**config.mk**
```make
export PLATFORM = sky130hd
export DESIGN_NAME = log_entry_rd_ctrl_flat
export DESIGN_NICKNAME = d
export VERILOG_FILES = /design/src/rtl/log_entry_rd_ctrl_pkg.sv /design/src/rtl/log_entry_rd_ctrl_if.sv /design/src/rtl/log_entry_rd_ctrl_beat_issuer.sv /design/src/rtl/log_entry_rd_ctrl.sv /design/src/flat_wrapper.sv
export SDC_FILE = /design/constraint.sdc
export NUM_CORES = 1
export LEC_CHECK = 0
export BUFFER_PORTS_ARGS = -buffer_cell sky130_fd_sc_hd__buf_2
export CAP_MARGIN = 20
export CELL_PAD_IN_SITES_DETAIL_PLACEMENT = 1
export CELL_PAD_IN_SITES_GLOBAL_PLACEMENT = 2
export CORE_AREA = 3 3 432 434
export CTS_CLUSTER_SIZE = 40
export DETAILED_ROUTE_END_ITERATION = 10
export DIE_AREA = 0 0 435 437
export GPL_TIMING_DRIVEN = 0
export PLACE_DENSITY_LB_ADDON = 0.1
export SLEW_MARGIN = 5
export SYNTH_ARGS = -nofsm -noshare
export SYNTH_HDL_FRONTEND = slang
export SYNTH_SLANG_ARGS = --single-unit
```
**constraint.sdc**
```tcl
create_clock -name clk -period 8.1 [get_ports clk]
set_clock_uncertainty 0.15 [all_clocks]
set_input_delay 1.215 -clock clk [delete_from_list [all_inputs] [get_ports clk]]
set_output_delay 1.215 -clock clk [all_outputs]
set_load 0.01 [all_outputs]
```
**src/rtl/log_entry_rd_ctrl_pkg.sv**
```systemverilog
// Shared types for the log entry read controller: FSM states, header records, widths.
// Struct field widths follow the LR_* defaults below.
package log_rd_pkg;

    localparam int LR_LOG_IDX_W   = 10;
    localparam int LR_DATA_ADDR_W = 12;
    localparam int LR_BEATS_W     = 8;
    localparam int LR_DATA_W      = 512;
    localparam int LR_MAX_OUTST   = 4;

    typedef enum logic [2:0] {
        ST_IDLE,
        ST_HDR_REQ,
        ST_HDR_RESP,
        ST_HDR_OUT,
        ST_DATA,
        ST_ERR_OUT
    } log_rd_state_e;

    typedef struct packed {
        logic [LR_DATA_ADDR_W-1:0] data_addr;
        logic [LR_BEATS_W-1:0]     beats;
    } log_rd_hdr_t;

    typedef struct packed {
        logic                  err;
        logic [LR_BEATS_W-1:0] beats;
    } log_rd_out_hdr_t;

    // Ring-distance test: an empty log (head == tail) yields zero length, so nothing hits.
    function automatic logic idx_in_log(
        input logic [LR_LOG_IDX_W-1:0] idx,
        input logic [LR_LOG_IDX_W-1:0] head,
        input logic [LR_LOG_IDX_W-1:0] tail
    );
        logic [LR_LOG_IDX_W-1:0] w_off;
        logic [LR_LOG_IDX_W-1:0] w_len;
        w_off = idx - head;
        w_len = tail - head;
        return w_off < w_len;
    endfunction

endpackage

```
**src/rtl/log_entry_rd_ctrl_if.sv**
```systemverilog
// Handshake bundle between the read controller and its requester, log memories and output streams.
interface log_entry_rd_ctrl_if
    import log_rd_pkg::*;
#(
    parameter int LOG_IDX_W   = LR_LOG_IDX_W,
    parameter int DATA_ADDR_W = LR_DATA_ADDR_W,
    parameter int BEATS_W     = LR_BEATS_W,
    parameter int DATA_W      = LR_DATA_W
);
    logic                   rd_req_val;
    logic [LOG_IDX_W-1:0]   rd_req_idx;
    logic                   rd_req_rdy;

    logic                   hdr_mem_rd_req_val;
    logic [LOG_IDX_W-1:0]   hdr_mem_rd_req_addr;
    logic                   hdr_mem_rd_req_rdy;
    logic                   hdr_mem_rd_resp_val;
    logic [DATA_ADDR_W-1:0] hdr_mem_rd_resp_data_addr;
    logic [BEATS_W-1:0]     hdr_mem_rd_resp_beats;
    logic                   hdr_mem_rd_resp_rdy;

    logic                   data_mem_rd_req_val;
    logic [DATA_ADDR_W-1:0] data_mem_rd_req_addr;
    logic                   data_mem_rd_req_rdy;
    logic                   data_mem_rd_resp_val;
    logic [DATA_W-1:0]      data_mem_rd_resp_data;
    logic                   data_mem_rd_resp_rdy;

    logic                   out_hdr_val;
    logic                   out_hdr_err;
    logic [BEATS_W-1:0]     out_hdr_beats;
    logic                   out_hdr_rdy;
    logic                   out_data_val;
    logic [DATA_W-1:0]      out_data;
    logic                   out_data_last;
    logic                   out_data_rdy;

    modport master (
        input  rd_req_val, rd_req_idx,
        output rd_req_rdy,
        output hdr_mem_rd_req_val, hdr_mem_rd_req_addr,
        input  hdr_mem_rd_req_rdy,
        input  hdr_mem_rd_resp_val, hdr_mem_rd_resp_data_addr, hdr_mem_rd_resp_beats,
        output hdr_mem_rd_resp_rdy,
        output data_mem_rd_req_val, data_mem_rd_req_addr,
        input  data_mem_rd_req_rdy,
        input  data_mem_rd_resp_val, data_mem_rd_resp_data,
        output data_mem_rd_resp_rdy,
        output out_hdr_val, out_hdr_err, out_hdr_beats,
        input  out_hdr_rdy,
        output out_data_val, out_data, out_data_last,
        input  out_data_rdy
    );

    modport slave (
        output rd_req_val, rd_req_idx,
        input  rd_req_rdy,
        input  hdr_mem_rd_req_val, hdr_mem_rd_req_addr,
        output hdr_mem_rd_req_rdy,
        output hdr_mem_rd_resp_val, hdr_mem_rd_resp_data_addr, hdr_mem_rd_resp_beats,
        input  hdr_mem_rd_resp_rdy,
        input  data_mem_rd_req_val, data_mem_rd_req_addr,
        output data_mem_rd_req_rdy,
        output data_mem_rd_resp_val, data_mem_rd_resp_data,
        input  data_mem_rd_resp_rdy,
        input  out_hdr_val, out_hdr_err, out_hdr_beats,
        output out_hdr_rdy,
        input  out_data_val, out_data, out_data_last,
        output out_data_rdy
    );

endinterface

```
**src/rtl/log_entry_rd_ctrl_beat_issuer.sv**
```systemverilog
// Payload phase bookkeeping: issues ring-wrapped beat reads, bounds reads in flight,
// counts forwarded beats and flags the final one.
module log_rd_beat_issuer
    import log_rd_pkg::*;
#(
    parameter int DATA_ADDR_W = LR_DATA_ADDR_W,
    parameter int BEATS_W     = LR_BEATS_W,
    parameter int MAX_OUTST   = LR_MAX_OUTST
) (
    input  logic                   clk,
    input  logic                   rst,
    input  logic                   i_active,
    input  logic [DATA_ADDR_W-1:0] i_data_addr,
    input  logic [BEATS_W-1:0]     i_beats,
    output logic                   o_req_val,
    output logic [DATA_ADDR_W-1:0] o_req_addr,
    input  logic                   i_req_rdy,
    input  logic                   i_resp_val,
    input  logic                   i_out_rdy,
    output logic                   o_last,
    output logic                   o_done
);
    localparam int OUTST_W = $clog2(MAX_OUTST + 1);
    localparam logic [OUTST_W-1:0] OUTST_MAX = OUTST_W'(MAX_OUTST);
    localparam logic [OUTST_W-1:0] OUTST_ONE = OUTST_W'(1);
    localparam logic [BEATS_W:0]   CNT_ONE   = (BEATS_W + 1)'(1);

    logic [BEATS_W:0]   r_issued;
    logic [BEATS_W:0]   r_fwd;
    logic [OUTST_W-1:0] r_outst;

    logic [BEATS_W:0]   w_beats_ext;
    logic               w_issue_fire;
    logic               w_fwd_fire;

    assign w_beats_ext  = {1'b0, i_beats};
    assign o_req_val    = i_active && (r_issued < w_beats_ext) && (r_outst < OUTST_MAX);
    assign o_req_addr   = i_data_addr + DATA_ADDR_W'(r_issued);
    assign w_issue_fire = o_req_val && i_req_rdy;
    assign w_fwd_fire   = i_active && i_resp_val && i_out_rdy;
    assign o_last       = i_active && (r_fwd == (w_beats_ext - CNT_ONE));
    assign o_done       = w_fwd_fire && o_last;

    // Counters idle at zero whenever the payload phase is not running.
    always_ff @(posedge clk) begin
        if (rst || !i_active) begin
            r_issued <= '0;
            r_fwd    <= '0;
            r_outst  <= '0;
        end else begin
            if (w_issue_fire) begin
                r_issued <= r_issued + CNT_ONE;
            end
            if (w_fwd_fire) begin
                r_fwd <= r_fwd + CNT_ONE;
            end
            case ({w_issue_fire, w_fwd_fire})
                2'b10:   r_outst <= r_outst + OUTST_ONE;
                2'b01:   r_outst <= r_outst - OUTST_ONE;
                default: r_outst <= r_outst;
            endcase
        end
    end

endmodule

```
**src/rtl/log_entry_rd_ctrl.sv**
```systemverilog
// Replica log read controller: range-checks an entry index, fetches its header,
// emits it, then streams the payload beats with last.
module log_entry_rd_ctrl
    import log_rd_pkg::*;
#(
    parameter int LOG_IDX_W   = LR_LOG_IDX_W,
    parameter int DATA_ADDR_W = LR_DATA_ADDR_W,
    parameter int BEATS_W     = LR_BEATS_W,
    parameter int DATA_W      = LR_DATA_W,
    parameter int MAX_OUTST   = LR_MAX_OUTST
) (
    input  logic                 clk,
    input  logic                 rst,
    input  logic [LOG_IDX_W-1:0] log_head_idx,
    input  logic [LOG_IDX_W-1:0] log_tail_idx,
    output logic                 rd_idle,
    log_entry_rd_ctrl_if.master  bus
);
    log_rd_state_e        r_state;
    logic [LOG_IDX_W-1:0] r_idx;
    log_rd_hdr_t          r_hdr;
    log_rd_out_hdr_t      r_out_hdr;
    logic                 r_req_rdy;
    logic                 r_hdr_req_val;
    logic                 r_hdr_resp_rdy;
    logic                 r_out_hdr_val;
    logic                 r_idle;

    logic                 w_hit;
    logic                 w_in_data;
    logic                 w_last;
    logic                 w_done;

    assign w_hit     = idx_in_log(bus.rd_req_idx, log_head_idx, log_tail_idx);
    assign w_in_data = (r_state == ST_DATA);

    log_rd_beat_issuer #(
        .DATA_ADDR_W (DATA_ADDR_W),
        .BEATS_W     (BEATS_W),
        .MAX_OUTST   (MAX_OUTST)
    ) u_issuer (
        .clk         (clk),
        .rst         (rst),
        .i_active    (w_in_data),
        .i_data_addr (r_hdr.data_addr),
        .i_beats     (r_hdr.beats),
        .o_req_val   (bus.data_mem_rd_req_val),
        .o_req_addr  (bus.data_mem_rd_req_addr),
        .i_req_rdy   (bus.data_mem_rd_req_rdy),
        .i_resp_val  (bus.data_mem_rd_resp_val),
        .i_out_rdy   (bus.out_data_rdy),
        .o_last      (w_last),
        .o_done      (w_done)
    );

    assign bus.rd_req_rdy           = r_req_rdy;
    assign bus.hdr_mem_rd_req_val   = r_hdr_req_val;
    assign bus.hdr_mem_rd_req_addr  = r_idx;
    assign bus.hdr_mem_rd_resp_rdy  = r_hdr_resp_rdy;
    assign bus.out_hdr_val          = r_out_hdr_val;
    assign bus.out_hdr_err          = r_out_hdr.err;
    assign bus.out_hdr_beats        = r_out_hdr.beats;
    assign rd_idle                  = r_idle;

    // Payload return path is a straight passthrough while streaming, blocked otherwise.
    assign bus.out_data_val         = w_in_data && bus.data_mem_rd_resp_val;
    assign bus.out_data             = bus.data_mem_rd_resp_data;
    assign bus.out_data_last        = w_last;
    assign bus.data_mem_rd_resp_rdy = w_in_data && bus.out_data_rdy;

    always_ff @(posedge clk) begin
        if (rst) begin
            r_state        <= ST_IDLE;
            r_idx          <= '0;
            r_hdr          <= '0;
            r_out_hdr      <= '0;
            r_req_rdy      <= 1'b1;
            r_hdr_req_val  <= 1'b0;
            r_hdr_resp_rdy <= 1'b0;
            r_out_hdr_val  <= 1'b0;
            r_idle         <= 1'b1;
        end else begin
            case (r_state)
                ST_IDLE: begin
                    if (bus.rd_req_val) begin
                        r_idx     <= bus.rd_req_idx;
                        r_req_rdy <= 1'b0;
                        r_idle    <= 1'b0;
                        if (w_hit) begin
                            r_state       <= ST_HDR_REQ;
                            r_hdr_req_val <= 1'b1;
                        end else begin
                            r_state       <= ST_ERR_OUT;
                            r_out_hdr_val <= 1'b1;
                            r_out_hdr     <= '{err: 1'b1, beats: '0};
                        end
                    end
                end
                ST_HDR_REQ: begin
                    if (bus.hdr_mem_rd_req_rdy) begin
                        r_state        <= ST_HDR_RESP;
                        r_hdr_req_val  <= 1'b0;
                        r_hdr_resp_rdy <= 1'b1;
                    end
                end
                ST_HDR_RESP: begin
                    if (bus.hdr_mem_rd_resp_val) begin
                        r_state        <= ST_HDR_OUT;
                        r_hdr          <= '{data_addr: bus.hdr_mem_rd_resp_data_addr,
                                            beats: bus.hdr_mem_rd_resp_beats};
                        r_hdr_resp_rdy <= 1'b0;
                        r_out_hdr_val  <= 1'b1;
                        r_out_hdr      <= '{err: 1'b0, beats: bus.hdr_mem_rd_resp_beats};
                    end
                end
                ST_HDR_OUT: begin
                    if (bus.out_hdr_rdy) begin
                        r_out_hdr_val <= 1'b0;
                        if (r_hdr.beats == '0) begin
                            r_state   <= ST_IDLE;
                            r_req_rdy <= 1'b1;
                            r_idle    <= 1'b1;
                        end else begin
                            r_state <= ST_DATA;
                        end
                    end
                end
                ST_ERR_OUT: begin
                    if (bus.out_hdr_rdy) begin
                        r_state       <= ST_IDLE;
                        r_out_hdr_val <= 1'b0;
                        r_req_rdy     <= 1'b1;
                        r_idle        <= 1'b1;
                    end
                end
                ST_DATA: begin
                    if (w_done) begin
                        r_state   <= ST_IDLE;
                        r_req_rdy <= 1'b1;
                        r_idle    <= 1'b1;
                    end
                end
                default: begin
                    r_state   <= ST_IDLE;
                    r_req_rdy <= 1'b1;
                    r_idle    <= 1'b1;
                end
            endcase
        end
    end

endmodule

```
**src/flat_wrapper.sv**
```systemverilog
// flat-port wrapper written by rule: the top's interface ports become plain ports
module log_entry_rd_ctrl_flat import log_rd_pkg::*;
#(
    parameter int LOG_IDX_W   = LR_LOG_IDX_W,
    parameter int DATA_ADDR_W = LR_DATA_ADDR_W,
    parameter int BEATS_W     = LR_BEATS_W,
    parameter int DATA_W      = LR_DATA_W,
    parameter int MAX_OUTST   = LR_MAX_OUTST
)
  (clk, rst, log_head_idx, log_tail_idx, rd_idle, bus_rd_req_val, bus_rd_req_idx, bus_rd_req_rdy, bus_hdr_mem_rd_req_val, bus_hdr_mem_rd_req_addr, bus_hdr_mem_rd_req_rdy, bus_hdr_mem_rd_resp_val, bus_hdr_mem_rd_resp_data_addr, bus_hdr_mem_rd_resp_beats, bus_hdr_mem_rd_resp_rdy, bus_data_mem_rd_req_val, bus_data_mem_rd_req_addr, bus_data_mem_rd_req_rdy, bus_data_mem_rd_resp_val, bus_data_mem_rd_resp_data, bus_data_mem_rd_resp_rdy, bus_out_hdr_val, bus_out_hdr_err, bus_out_hdr_beats, bus_out_hdr_rdy, bus_out_data_val, bus_out_data, bus_out_data_last, bus_out_data_rdy);
  log_entry_rd_ctrl_if #(.LOG_IDX_W(LOG_IDX_W), .DATA_ADDR_W(DATA_ADDR_W), .BEATS_W(BEATS_W), .DATA_W(DATA_W)) bus_i ();
  input  logic clk;
  input  logic rst;
  input  logic [LOG_IDX_W-1:0] log_head_idx;
  input  logic [LOG_IDX_W-1:0] log_tail_idx;
  output logic rd_idle;
  input wire logic [$bits(bus_i.rd_req_val)-1:0] bus_rd_req_val;
  input wire logic [$bits(bus_i.rd_req_idx)-1:0] bus_rd_req_idx;
  output wire logic [$bits(bus_i.rd_req_rdy)-1:0] bus_rd_req_rdy;
  output wire logic [$bits(bus_i.hdr_mem_rd_req_val)-1:0] bus_hdr_mem_rd_req_val;
  output wire logic [$bits(bus_i.hdr_mem_rd_req_addr)-1:0] bus_hdr_mem_rd_req_addr;
  input wire logic [$bits(bus_i.hdr_mem_rd_req_rdy)-1:0] bus_hdr_mem_rd_req_rdy;
  input wire logic [$bits(bus_i.hdr_mem_rd_resp_val)-1:0] bus_hdr_mem_rd_resp_val;
  input wire logic [$bits(bus_i.hdr_mem_rd_resp_data_addr)-1:0] bus_hdr_mem_rd_resp_data_addr;
  input wire logic [$bits(bus_i.hdr_mem_rd_resp_beats)-1:0] bus_hdr_mem_rd_resp_beats;
  output wire logic [$bits(bus_i.hdr_mem_rd_resp_rdy)-1:0] bus_hdr_mem_rd_resp_rdy;
  output wire logic [$bits(bus_i.data_mem_rd_req_val)-1:0] bus_data_mem_rd_req_val;
  output wire logic [$bits(bus_i.data_mem_rd_req_addr)-1:0] bus_data_mem_rd_req_addr;
  input wire logic [$bits(bus_i.data_mem_rd_req_rdy)-1:0] bus_data_mem_rd_req_rdy;
  input wire logic [$bits(bus_i.data_mem_rd_resp_val)-1:0] bus_data_mem_rd_resp_val;
  input wire logic [$bits(bus_i.data_mem_rd_resp_data)-1:0] bus_data_mem_rd_resp_data;
  output wire logic [$bits(bus_i.data_mem_rd_resp_rdy)-1:0] bus_data_mem_rd_resp_rdy;
  output wire logic [$bits(bus_i.out_hdr_val)-1:0] bus_out_hdr_val;
  output wire logic [$bits(bus_i.out_hdr_err)-1:0] bus_out_hdr_err;
  output wire logic [$bits(bus_i.out_hdr_beats)-1:0] bus_out_hdr_beats;
  input wire logic [$bits(bus_i.out_hdr_rdy)-1:0] bus_out_hdr_rdy;
  output wire logic [$bits(bus_i.out_data_val)-1:0] bus_out_data_val;
  output wire logic [$bits(bus_i.out_data)-1:0] bus_out_data;
  output wire logic [$bits(bus_i.out_data_last)-1:0] bus_out_data_last;
  input wire logic [$bits(bus_i.out_data_rdy)-1:0] bus_out_data_rdy;
  assign bus_i.rd_req_val = bus_rd_req_val;
  assign bus_i.rd_req_idx = bus_rd_req_idx;
  assign bus_rd_req_rdy = bus_i.rd_req_rdy;
  assign bus_hdr_mem_rd_req_val = bus_i.hdr_mem_rd_req_val;
  assign bus_hdr_mem_rd_req_addr = bus_i.hdr_mem_rd_req_addr;
  assign bus_i.hdr_mem_rd_req_rdy = bus_hdr_mem_rd_req_rdy;
  assign bus_i.hdr_mem_rd_resp_val = bus_hdr_mem_rd_resp_val;
  assign bus_i.hdr_mem_rd_resp_data_addr = bus_hdr_mem_rd_resp_data_addr;
  assign bus_i.hdr_mem_rd_resp_beats = bus_hdr_mem_rd_resp_beats;
  assign bus_hdr_mem_rd_resp_rdy = bus_i.hdr_mem_rd_resp_rdy;
  assign bus_data_mem_rd_req_val = bus_i.data_mem_rd_req_val;
  assign bus_data_mem_rd_req_addr = bus_i.data_mem_rd_req_addr;
  assign bus_i.data_mem_rd_req_rdy = bus_data_mem_rd_req_rdy;
  assign bus_i.data_mem_rd_resp_val = bus_data_mem_rd_resp_val;
  assign bus_i.data_mem_rd_resp_data = bus_data_mem_rd_resp_data;
  assign bus_data_mem_rd_resp_rdy = bus_i.data_mem_rd_resp_rdy;
  assign bus_out_hdr_val = bus_i.out_hdr_val;
  assign bus_out_hdr_err = bus_i.out_hdr_err;
  assign bus_out_hdr_beats = bus_i.out_hdr_beats;
  assign bus_i.out_hdr_rdy = bus_out_hdr_rdy;
  assign bus_out_data_val = bus_i.out_data_val;
  assign bus_out_data = bus_i.out_data;
  assign bus_out_data_last = bus_i.out_data_last;
  assign bus_i.out_data_rdy = bus_out_data_rdy;
  log_entry_rd_ctrl #(.LOG_IDX_W(LOG_IDX_W), .DATA_ADDR_W(DATA_ADDR_W), .BEATS_W(BEATS_W), .DATA_W(DATA_W), .MAX_OUTST(MAX_OUTST)) u_core (.clk(clk), .rst(rst), .log_head_idx(log_head_idx), .log_tail_idx(log_tail_idx), .rd_idle(rd_idle), .bus(bus_i));
endmodule
```
==> results of run 1 <==
[report_power, final]
part | leakage (nW) | internal (W) | switching, W
Sequential | 0.543 | 0.000364 | 0.0000268
Combinational | 6.21 | 0.000413 | 0.000491
Clock | 0.146 | 0.000257 | 0.000192
[cell families (layout without fill, tap and decap cells)]
kind of cell / count (synthesis) / after routing
AOI/OAI and AO/OA: 137 / 137
xor gates and xnor gates: 51 / 51
adders and majority gates: 51 / 51
buffers and inverters: 577 / 1204
DFF: 67 / 67
muxes: 3 / 3
other: 0 / 8
and+or+nand+nor: 198 / 198
[cell usage after synthesis, drive strengths merged, types with 5 or more instances]
cell type / number / area (µm²)
buf: 516 / 3872
nand2: 86 / 322.8
a21oi: 76 / 384.1
dfxtp: 67 / 1341
ha: 47 / 588.1
inv: 43 / 166.4
xnor2: 28 / 245.2
nor2: 27 / 101.4
o21ai: 25 / 125.1
xor2: 23 / 201.4
clkbuf: 18 / 67.56
nand3: 15 / 80.08
nand2b: 8 / 50.05
nor2b: 8 / 50.05
nor3: 8 / 40.04
or3: 8 / 50.05
a21o: 7 / 52.55
nand4: 7 / 58.81
and2: 6 / 37.54
or4: 6 / 56.30
and3: 5 / 31.28
[worst paths after layout]
kind | startpoint | endpoint | slack (ns) | depth (start not counted)
setup / recovery | log_head_idx[1] | u_core.bus.out_hdr_beats[2] | 2.84 | 17
hold / removal | u_core.bus.out_hdr_err | u_core.bus.out_hdr_err | 0.31 | 2
setup reg to reg | u_core.r_state[1] | u_core.u_issuer.r_outst[2] | 4.44 | 10
hold reg to reg | u_core.bus.out_hdr_err | u_core.bus.out_hdr_err | 0.31 | 2
[layer usage]
layer	global-route usage, %	up-vias	routed length [µm]
li1	-	4260	-
met1	4.462	4106	15770
met2	13.06	519	36780
met3	1.504	58	3640
met4	1.081	6	777
met5	0	-	54
[cell type report]
class / instances / area [µm²]
Antenna cell: 8 / 20.02
Buffer: 534 / 3940
Clock buffer: 13 / 260.3
Clock inverter: 3 / 46.29
Fill cell: 22207 / 168200
Inverter: 43 / 166.4
Multi-Input combinational cell: 440 / 2948
Sequential cell: 67 / 1341
Tap cell: 2464 / 3083
Timing Repair Buffer: 611 / 3064
[through the flow]
step | setup WS, ns | cell area [µm²] | hold slack, ns | total power [W] | cells
6_report | 2.842 | 14870 | 0.3068 | 0.001744 | 4183
5_1_grt | 2.329 | 14850 | 0.3390 | 0.001901 | 4176
4_1_cts | 2.638 | 14850 | 0.3148 | 0.001841 | 4175
3_5_place_dp | 2.231 | 14540 | 0.3043 | 0.001358 | 4159
3_3_place_gp | 1.843 | 14530 | 0.3017 | 0.001368 | 4158
2_1_floorplan | 3.695 | 8396 | 0.2900 | 0.0009467 | 1084
[worst register-to-register path: stages (launching register included)]
cell and delay [ns]:
dfxtp_1 0.31, buf_6 0.14, nor3b_1 0.81, and3_1 0.41, clkbuf_1 0.46, ha_1 0.30, inv_1 0.06, fa_1 0.37
xor2_1 0.16, or3_1 0.30, a21oi_1 0.14
[sequential cells by signal (all words and copies together) (netlist names)]
name and count:
u_core.u_issuer.r_outst 3, u_core.r_hdr 20, u_core.r_state 3, u_core.u_issuer.r_fwd 9
u_core.u_issuer.r_issued 9, u_core.bus.out_hdr_beats 8, u_core.bus.hdr_mem_rd_req_val 1, u_core.bus.out_hdr_err 1
u_core.bus.out_hdr_val 1, u_core.bus.hdr_mem_rd_req_addr 10, u_core.bus.hdr_mem_rd_resp_rdy 1, u_core.rd_idle 1
[placed cells by master (no fill, tap or decap), types with 5 or more instances in the layout]
cell and n:
inv_1 42, nor2b_1 8, clkbuf_1 20, nor3_1 8
or3_1 8, a21oi_1 75, nor2_1 27, ha_1 47
buf_4 513, buf_2 612, xor2_1 23, and3_1 5
nand4_1 6, nand2b_1 8, and2_1 6, diode_2 8
o21ai_0 24, clkbuf_16 9, dfxtp_1 67, a21o_1 7
nand3_1 14, nand2_1 86, xnor2_1 28
==> results.sh, run 1 <==
export IMPL_drt_first_iter_violations=156
export IMPL_synth_top_family_by_area="buffers and inverters"
export IMPL_number_of_nets_with_antenna_violations_after_routing=0
export IMPL_static_leakage_power_nw=6.899
export IMPL_ys_warnings=0
export IMPL_peakVddDrop_uv=92.25
export IMPL_synth_top_flop_cell="dfxtp_1"
export IMPL_setup_total_negative_slack_ns=0
export IMPL_slew_headroom_pct=32.75
export IMPL_tritoncts="done"
export IMPL_design_die_area_um2=190100
export IMPL_synthXorXnorAreaFrac_pct=5.320
export IMPL_grt_antenna_before_repair=31
export IMPL_capturing_element_type_of_the_critical_path="flip-flop"
export IMPL_max_stage_delay_ns=0.71
export IMPL_maximum_number_of_pins_on_one_net_before_global_route_repair=12
export IMPL_post_cts_repair_setup_buffers=0
export IMPL_number_of_max_cap_violations=0
export IMPL_synth_net_count=1706
export IMPL_synth_async_reset_ratio_pct=0
export IMPL_max_freq_mhz=190.2
export IMPL_post_route_period_util_pct=64.91
export IMPL_worst_slew_pin_transition_ns=1.006
export IMPL_timing_critical_path_required_ns=8.25
export IMPL_h_tree_depth=3
export IMPL_routedWlPerCell_um=13.63
export IMPL_synth_mux_area_share_pct=0.3577
export IMPL_post_synth_adder_cell_area_pct=7.958
export IMPL_number_of_gates_resized_after_cts=0
export IMPL_drt_vias_per_instance=2.139
export IMPL_dp_hpwl_um=52900
export IMPL_drive_above_1_share_pct=67.56
export IMPL_synth_sequential_area_ratio_pct=15.98
export IMPL_path_common_cell="o21ai_0"
export IMPL_setup_repair_after_global_routing_missed_its_margin="false"
export IMPL_path_clk_slew_ns=0.07
export IMPL_worst_path_max_fanout=6
export IMPL_postCtsHoldBufs=0
export IMPL_syn_cell_area_um2=8396
export IMPL_synth_enable_flop_cells=0
export IMPL_rows=157
export IMPL_post_synth_and_or_nand_nor_area_fraction_pct=11.70
export IMPL_area_delta_synth_final_pct=77.11
export IMPL_critical_path_top_delay_family="compound AO/OA/AOI/OAI gates"
export IMPL_drt_first_pass_iters=4
export IMPL_grt_pass1_wl_um=75970
export IMPL_drt_wl_total_um=57010
export IMPL_floorplan_die_width_um=435
export IMPL_cts_root_buf="clkbuf_16"
export IMPL_setup_crit_start_kind="input pin"
export IMPL_die_h_um=437
export IMPL_status="finished, final reports clean"
export IMPL_overall_overflow_remaining_after_global_route=0
export IMPL_gp_congestion=0.7900
export IMPL_boundaryPins=1123
export IMPL_cells_along_the_critical_path="buf_2, inv_1, ha_1, nor2b_1, o21ai_0, a21boi_0, o21ai_0, a21oi_1, and4_1, or3_1, ha_1, a211oi_1, o21ai_0, o211ai_1, buf_6, nand3_1, a21oi_1"
export IMPL_tritoncts_num_sinks=67
export IMPL_hold_viol_final=0
export IMPL_min_period_ns=5.258
export IMPL_powerDensity_nw_per_um2=117.3
export IMPL_hp_class="reg -> reg"
export IMPL_count_of_pins_over_their_slew_limit=0
export IMPL_critical_path_n_buffers_inverters=3
export IMPL_core_area_um2=183100
export IMPL_timing_final_setup_violations=0
export IMPL_number_of_global_route_vias_before_repair=9826
export IMPL_start_util_pct=4.586
export IMPL_synth_compound_area_share_pct=9.776
export IMPL_instance_count_of_the_mapped_netlist=1084
export IMPL_clock_path_buffers=2
export IMPL_critPathKind="in -> reg"
export IMPL_grt_usage_pct=5.664
export IMPL_fin_nets=2328
export IMPL_place_port_buffers=610
export IMPL_slowest_stage="o211ai_1"
export IMPL_layout_core_utilization_pct=8.122
export IMPL_synth_cell_types=53
export IMPL_dr_total_vias=8949
export IMPL_cts_buffers_inserted=9
export IMPL_drt_drc_violations_left=0
export IMPL_clock_insertion_delay_worst_skew_ns=0.38
export IMPL_syn_mean_instance_area_um2=7.745
export IMPL_synth_ff_latch_count=67
export IMPL_critical_path_arrival_ns=5.41
(Power assumes the default switching activity.)
==> inputs of run 2 (changes only) <==
--- a/config.mk
+++ b/config.mk
@@ -9,10 +9,10 @@
 export CAP_MARGIN = 20
 export CELL_PAD_IN_SITES_DETAIL_PLACEMENT = 1
 export CELL_PAD_IN_SITES_GLOBAL_PLACEMENT = 2
-export CORE_AREA = 3 3 432 434
+export CORE_AREA = 3 3 442 444
 export CTS_CLUSTER_SIZE = 40
 export DETAILED_ROUTE_END_ITERATION = 10
-export DIE_AREA = 0 0 435 437
+export DIE_AREA = 0 0 445 447
 export GPL_TIMING_DRIVEN = 0
 export PLACE_DENSITY_LB_ADDON = 0.1
 export SLEW_MARGIN = 5
==> constraint.sdc (replaced) <==
create_clock -name clk -period 4.7 [get_ports clk]
set_clock_uncertainty 0.15 [all_clocks]
set_input_delay 0.705 -clock clk [delete_from_list [all_inputs] [get_ports clk]]
set_output_delay 0.705 -clock clk [all_outputs]
set_load 0.01 [all_outputs]
==> run 2 against run 1 <==
Clock power grew 57%; cell count grew 1.4%; wire length fell by 5.7%; sequential share of layout area is essentially flat; final area grew 0.43%; sequential power grew 73%; power increased by 68%; critical path type unchanged; critical endpoint is now u_core.bus.out_hdr_beats[4]; largest power group unchanged; highest routed layer unchanged.
==> results.sh, run 2 (synthesis results as in run 1) <==
export IMPL_status="finished, final reports clean"
export IMPL_fin_nets=2330
export IMPL_clock_insertion_delay_worst_skew_ns=0.37
export IMPL_core_area_um2=192000
export IMPL_min_period_ns=4.222
export IMPL_routedWlPerCell_um=12.67
export IMPL_static_leakage_power_nw=6.902
export IMPL_hp_class="reg -> reg"
export IMPL_slowest_stage="or3_1"
export IMPL_rows=161
export IMPL_tritoncts_num_sinks=67
export IMPL_cts_buffers_inserted=9
export IMPL_die_h_um=447
export IMPL_gp_congestion=0.6832
export IMPL_dp_hpwl_um=49940
export IMPL_number_of_max_cap_violations=0
export IMPL_largest_register="u_core.r_hdr"
export IMPL_cells_along_the_critical_path="buf_2, inv_1, ha_1, nor2b_1, o21ai_0, a21boi_0, o21ai_1, a21oi_1, and4_1, or3_1, ha_1, a211oi_1, o21ai_0, o211ai_1, buf_4, buf_4, nand3_1, a21oi_1"
export IMPL_grt_usage_pct=4.874
export IMPL_postCtsHoldBufs=0
export IMPL_cp_startpoint="log_head_idx[1]"
export IMPL_max_stage_delay_ns=0.38
export IMPL_h_tree_depth=3
export IMPL_design_die_area_um2=198900
export IMPL_clock_path_buffers=2
export IMPL_drt_wl_total_um=53750
export IMPL_hold_viol_final=0
export IMPL_number_of_global_route_vias_before_repair=9525
export IMPL_area_delta_synth_final_pct=77.87
export IMPL_critPathKind="in -> reg"
export IMPL_drt_vias_per_instance=2.094
export IMPL_fill_cells=23172
export IMPL_setup_crit_start_kind="input pin"
export IMPL_max_freq_mhz=236.8
export IMPL_post_route_period_util_pct=89.83
export IMPL_drive_above_1_share_pct=67.66
export IMPL_final_common_cell="buf_2"
export IMPL_peakVddDrop_uv=168.2
export IMPL_number_of_nets_with_antenna_violations_after_routing=0
export IMPL_maximum_number_of_pins_on_one_net_before_global_route_repair=12
export IMPL_holdCritStartpoint="u_core.bus.out_hdr_err"
export IMPL_largest_register_ffs=20
export IMPL_dpl_cell_count=4221
export IMPL_layout_common_cells="buf_2, buf_4, nand2_1"
export IMPL_capturing_element_type_of_the_critical_path="flip-flop"
export IMPL_grt_util_met3_pct=1.157
export IMPL_timing_rr_start="u_core.r_state[1]"
export IMPL_critical_path_arrival_ns=4.36
export IMPL_powerDensity_nw_per_um2=196.2
export IMPL_globalRouteMet1Util_pct=3.747
export IMPL_drt_first_pass_iters=4
export IMPL_timing_final_setup_violations=0
export IMPL_timing_critical_path_required_ns=4.84
export IMPL_dr_total_vias=8884
export IMPL_overall_overflow_remaining_after_global_route=0
export IMPL_finish_cell_count_without_fillers=4243
export IMPL_slew_headroom_pct=42.08
export IMPL_worst_path_max_fanout=7
export IMPL_floorplan_die_width_um=445
export IMPL_place_port_buffers=610
export IMPL_grt_busiest_layer="met2"
export IMPL_grt_pass1_wl_um=68500
export IMPL_drt_drc_violations_left=0
export IMPL_hold_worst_slack_ns=0.3025
export IMPL_boundaryPins=1123
export IMPL_count_of_pins_over_their_slew_limit=0
export IMPL_cts_root_buf="clkbuf_16"
export IMPL_setup_repair_after_global_routing_missed_its_margin="false"
export IMPL_start_util_pct=4.373
export IMPL_worst_slew_pin_transition_ns=0.8669
export IMPL_drt_first_iter_violations=145
export IMPL_tritoncts="done"
export IMPL_path_clk_slew_ns=0.06
export IMPL_grt_antenna_before_repair=22
export IMPL_use_met2_pct=11.13
[run 2: timing repair]
item,in CTS,in global routing
buffers inserted,2,0
endpoints found under the hold margin,0,0
pin swaps,1,0
endpoints found under the setup margin,6,2
resized for setup,0,1
[run 2: routing by layer]
layer / share of wire, % / routed length, µm
met1: 27 / 14550
met2: 64 / 34600
met3: 6.7 / 3590
met4: 1.8 / 978
met5: 0.050 / 27
[run 2: final cells by class]
type | count | area [µm²] | area share [%]
Buffer | 534 | 3940 | 26.38
Tap cell | 2526 | 3161 | 21.16
Timing Repair Buffer | 613 | 3075 | 20.59
Multi-Input combinational cell | 440 | 2948 | 19.74
Sequential cell | 67 | 1341 | 8.982
Clock buffer | 13 | 270.3 | 1.810
Inverter | 43 | 166.4 | 1.114
Clock inverter | 3 | 21.27 | 0.1424
Antenna cell | 4 | 10.01 | 0.06703
[run 2: worst max-delay path, delay by kind of cell]
family | cells | cell delay, ns
AOI/OAI and AO/OA | 8 | 1.71
and+or+nand+nor | 4 | 0.83
adders and majority gates | 2 | 0.56
buffers and inverters | 4 | 0.55
[run 2: stage by stage]
stage	total power, W	setup TNS (ns)	setup slack (ns)	area (µm²)	util (%)
floorplan	0.001632	0	0.8054	8396	-
global placement	0.002336	-8.082	-0.8338	14610	7.610
detailed placement	0.002326	-3.319	-0.4430	14620	7.614
CTS	0.003099	0	0.1973	14920	7.773
global route	0.003197	0	0.06304	14930	7.777
finish	0.002930	0	0.4779	14930	7.779
[run 2: power breakdown]
part           switching, W  internal [W]
Clock              0.000302      0.000401
Sequential        0.0000469      0.000628
Combinational      0.000836      0.000717
[run 2: path summary, 6_finish.rpt]
kind | cells past startpoint | to | slack (ns)
hold / removal | 2 | u_core.bus.out_hdr_err | 0.30
setup / recovery | 18 | u_core.bus.out_hdr_beats[4] | 0.48
hold reg to reg | 2 | u_core.bus.out_hdr_err | 0.30
setup reg to reg | 10 | u_core.u_issuer.r_outst[2] | 1.15
